### src/rtl/result_binarizer_ctrl.sv
// Collects NOUT signed fixed-point classifier outputs, thresholds each into one bit of a frame,
// and holds the frame until accepted. Optional argmax index output under RESULT_BINARIZER_ARGMAX_EN.
module result_binarizer_ctrl #(
  parameter int unsigned       DWIDTH = 16,
  parameter int unsigned       FRAC   = 10,
  parameter int unsigned       NOUT   = 10,
  parameter logic [DWIDTH-1:0] THRESH = 16'h0200
) (
  input  logic                                    clk,
  input  logic                                    reset,
  input  logic                                    start,
  input  logic                                    in_valid,
  input  logic [DWIDTH-1:0]                       in_data,
  output logic                                    in_ready,
  output logic                                    out_valid,
  output logic [NOUT-1:0]                         out_bits,
`ifdef RESULT_BINARIZER_ARGMAX_EN
  output logic [((NOUT > 1) ? $clog2(NOUT) : 1)-1:0] out_idx,
`endif
  input  logic                                    out_ready,
  output logic                                    busy
);

  localparam int unsigned    CW   = (NOUT > 1) ? $clog2(NOUT) : 1;
  localparam logic [CW-1:0]  Last = CW'(NOUT - 1);

  // FRAC only fixes where the binary point sits; the threshold already encodes it.
  if (FRAC >= DWIDTH) begin : g_bad_frac
    $error("FRAC must be smaller than DWIDTH");
  end

  typedef enum logic [1:0] {StIdle, StCollect, StHold} state_t;

  state_t           state_q;
  logic [CW-1:0]    count_q;
  logic [NOUT-1:0]  bits_q;
  logic             in_ready_q;
  logic             out_valid_q;
  logic             busy_q;
  logic             above;
  logic             xfer;

  assign above = $signed(in_data) >= $signed(THRESH);
  assign xfer  = in_valid && in_ready_q;

`ifdef RESULT_BINARIZER_ARGMAX_EN
  logic signed [DWIDTH-1:0] max_q;
  logic [CW-1:0]            idx_q;
  logic                     new_max;

  // Strictly greater keeps the lowest index on ties.
  assign new_max = $signed(in_data) > max_q;

  always_ff @(posedge clk or posedge reset) begin
    if (reset) begin
      max_q <= {1'b1, {(DWIDTH-1){1'b0}}};
      idx_q <= '0;
    end else if (state_q == StIdle && start) begin
      max_q <= {1'b1, {(DWIDTH-1){1'b0}}};
      idx_q <= '0;
    end else if (state_q == StCollect && xfer && new_max) begin
      max_q <= $signed(in_data);
      idx_q <= count_q;
    end
  end

  assign out_idx = idx_q;
`endif

  always_ff @(posedge clk or posedge reset) begin
    if (reset) begin
      state_q     <= StIdle;
      count_q     <= '0;
      bits_q      <= '0;
      in_ready_q  <= 1'b0;
      out_valid_q <= 1'b0;
      busy_q      <= 1'b0;
    end else begin
      unique case (state_q)
        StIdle: begin
          if (start) begin
            state_q    <= StCollect;
            count_q    <= '0;
            bits_q     <= '0;
            in_ready_q <= 1'b1;
            busy_q     <= 1'b1;
          end
        end
        StCollect: begin
          if (xfer) begin
            bits_q[count_q] <= above;
            if (count_q == Last) begin
              state_q     <= StHold;
              in_ready_q  <= 1'b0;
              out_valid_q <= 1'b1;
            end else begin
              count_q <= count_q + CW'(1);
            end
          end
        end
        StHold: begin
          if (out_ready) begin
            state_q     <= StIdle;
            out_valid_q <= 1'b0;
            busy_q      <= 1'b0;
          end
        end
        default: begin
          state_q     <= StIdle;
          in_ready_q  <= 1'b0;
          out_valid_q <= 1'b0;
          busy_q      <= 1'b0;
        end
      endcase
    end
  end

  assign in_ready  = in_ready_q;
  assign out_valid = out_valid_q;
  assign out_bits  = bits_q;
  assign busy      = busy_q;

endmodule

### config.mk
export PLATFORM = sky130hd
export DESIGN_NAME = result_binarizer_ctrl
export DESIGN_NICKNAME = d
export VERILOG_FILES = /design/src/rtl/result_binarizer_ctrl.sv
export SDC_FILE = /design/constraint.sdc
export NUM_CORES = 1
export LEC_CHECK = 0
export BUFFER_PORTS_ARGS = -buffer_cell sky130_fd_sc_hd__buf_2
export CAP_MARGIN = 10
export CORE_AREA = 2 2 49 51
export CTS_CLUSTER_SIZE = 40
export DETAILED_ROUTE_END_ITERATION = 8
export DIE_AREA = 0 0 51 53
export GPL_ROUTABILITY_DRIVEN = 0
export PLACE_DENSITY_LB_ADDON = 0.3
export SYNTH_ARGS = -nofsm -noshare
export SYNTH_HDL_FRONTEND = slang
export SYNTH_SLANG_ARGS = --single-unit
### constraint.sdc
create_clock -name clk -period 2.8 [get_ports clk]
set_input_delay 0.28 -clock clk [delete_from_list [all_inputs] [get_ports clk]]
set_output_delay 0.28 -clock clk [all_outputs]
set_load 0.02 [all_outputs]
==> results_dict.tcl <==
set metrics [dict create \
    rows 17 \
    drv_slew 0 \
    setup_ws_ps 909 \
    drt_iter0_markers 9 \
    slowest_delay_ps 710 \
    grt_setup_unrepaired "false" \
    powerDensity_nw_per_um2 1020 \
    crit_arrival_ps 2100 \
    h-tree-depth 1 \
    drive_above_1_share_pct 28.9 \
    start_kind "register" \
    maxCapViolCount 0 \
    clock-root-buffer "clkbuf_4" \
    cts-buffers-inserted 3 \
    fill_cells 202 \
    final_cell_mix "buf_2, dfrtp_1, o22ai_1, a32o_1, inv_1" \
    cp.depth 3 \
    drt-pass1-iter-count 4 \
    cp_top_family "simple AND/OR/NAND/NOR gates" \
    place_hpwl_mm 1.63 \
    cts_buffer_depth 2 \
    tns_ps 0 \
    cp_slowest_cell "nor3b_2" \
    fin_nets 147 \
    synth_edf_count 0 \
    synth-main-ff-cell "dfrtp_1" \
    chipWidth_um 51 \
    postCtsHoldBufs 0 \
    ys_types 31 \
    fin_crit_sh_pct 67.5 \
    route.detailed.drc 0 \
    netlist_area_um2 1090 \
    worst_slew_pin_slew_ps 778 \
    crit_buf_inv 0 \
    clkTransAtPathRegs_ps 120 \
    cts_sinks 19 \
    grt_max_degree 20 \
    setup_violations 0 \
    cts_tree "built" \
    post_cts_buffers 0 \
    post_synth.cell_area_avg_um2 10.9 \
    synth_warnings 0 \
    detailroute.via_count 875 \
    ant_nets 0 \
    min_period_ps 1890 \
    routed_wl_mm 2.32 \
    die_area_um2 2700 \
    antenna_cells 0 \
    antenna_found_initial 0 \
    final_common_cell "buf_2" \
    core_area_um2 2150 \
    cp.required_ps 3010 \
    chipHeight_um 53 \
    initial_utilization_pct 51.0 \
    synthCells 100 \
    path_max_fanout 13 \
    async_flop_share_pct 100 \
    reg2reg_depth 3 \
    num_io_pins 34 \
    critPathLaunch "state_q[0]" \
    grt_util_all_layers_pct 19.8 \
    drt-vias-per-instance 5.87 \
    grt_pass1_vias 815 \
    end_kind "register" \
    outcome "complete, no violations" \
    synthToLayoutAreaGrowth_pct 12.3 \
    worstHoldPathType "input port to async pin" \
    skew_ps 9.09 \
    r2r_start "state_q[0]" \
    finalHoldViolCount 0 \
    reg2reg_slack_ps 910 \
    pre_cts_ws_ps 969 \
    max_freq_ghz 0.529 \
    synth-seq-cells 19 \
    crit_end "count_q[0]" \
    synth_nets 125 \
    wl_per_cell_um 15.6 \
    numPortBuffers 24 \
    grt_overflow 0 \
    r2r-end "count_q[0]" \
    worstSkewPairLatency_ps 310 \
    ir_drop_mv 0.481 \
    grt_pass1_wl_mm 3.95 \
    ys_seq_area_share_pct 43.4 \
    path_class "register to register" \
    p_leak_nw 0.563 \
    max-slew-margin-rel_pct 47.9 \
    ctsResizeCount 0 \
    crit_chain "nor3b_2 > o2bb2ai_1 > mux2_2" \
]
==> through the flow <==
stage	instances	utilization (%)	hold WS [ps]	cell area, um^2	total power, W
5_1_grt	149	57.3	119	1230	0.00136
2_1_floorplan	100	-	231	1090	0.000961
6_report	149	57.3	63.2	1230	0.00126
4_1_cts	149	57.3	90.2	1230	0.00126
3_5_place_dp	145	56.0	436	1200	0.00112
3_3_place_gp	145	56.0	430	1200	0.00109
==> layout make-up <==
type / count / area [um^2] / area share (%)
Clock inverter: 1 / 5.00 / 0.407
Clock buffer: 3 / 22.5 / 1.83
Multi-Input combinational cell: 67 / 546 / 44.4
Sequential cell: 19 / 475 / 38.7
Timing Repair Buffer: 24 / 120 / 9.77
Tap cell: 28 / 35.0 / 2.85
Inverter: 7 / 26.3 / 2.14
==> worst min-delay path by stage <==
| stage | start | slack (ps) | to | cells after the start |
|---|---|---|---|---|
| after floorplan | reset | 230 | busy | 1 |
| after global placement | reset | 430 | out_bits[0] | 2 |
| after detailed placement | reset | 440 | out_bits[8] | 2 |
| after CTS | reset | 90 | out_bits[8] | 2 |
| after global routing | reset | 120 | out_bits[8] | 2 |
| final | reset | 60 | out_bits[8] | 2 |
==> per-layer routing <==
metal,GRT usage [%],routed length (um),vias to the layer above
met5,0,0,-
met3,4.24,92,4
li1,-,-,428
met4,8.11,31,0
met2,31.6,1110,24
met1,26.0,1090,419
==> where the power goes <==
part	internal, W	total, W	switching, W	leakage [nW]
Clock	0.0000535	0.000146	0.0000927	0.0177
Combinational	0.000262	0.000609	0.000346	0.308
Sequential	0.000380	0.000501	0.000121	0.237
Total	0.000696	0.00126	0.000560	0.563
==> flip-flops by register name (all words and copies together), names as in the netlist <==
register / count
count_q: 4
out_valid: 1
in_ready: 1
out_bits: 10
busy: 1
state_q: 2
==> cell usage after synthesis (2+ instances only) <==
master,instances,area [um^2]
buf_6,2,22.5
a32o_1,9,90.1
nor2b_1,2,12.5
dfrtp_1,19,475
and3b_1,6,52.6
a22o_1,3,26.3
buf_2,2,10.0
o21ai_0,5,25.0
clkbuf_1,2,7.51
a21oi_1,3,15.0
inv_1,7,26.3
o2bb2ai_1,2,17.5
o22ai_1,9,56.3
ha_1,4,50.1
nand2_1,2,7.51
nand3_1,2,10.0
nor3b_1,4,30.0
nor2_1,4,15.0
==> cells by family (layout without fill, tap and decap cells) <==
logic type | Yosys count | in the layout | synth area share (%)
flops | 19 | 19 | 43.4
fa+ha+maj | 4 | 4 | 4.57
simple gates | 27 | 27 | 19.1
compound gates | 35 | 35 | 25.1
mux | 1 | 1 | 1.03
buf+inv | 14 | 35 | 6.74
==> worst register-to-register path: cells and delay by family (launching register included) <==
family          cells  cell delay (ps)
flops               1              520
compound gates      1              250
simple gates        1              710
mux                 1              310
(Power assumes the default switching activity.)
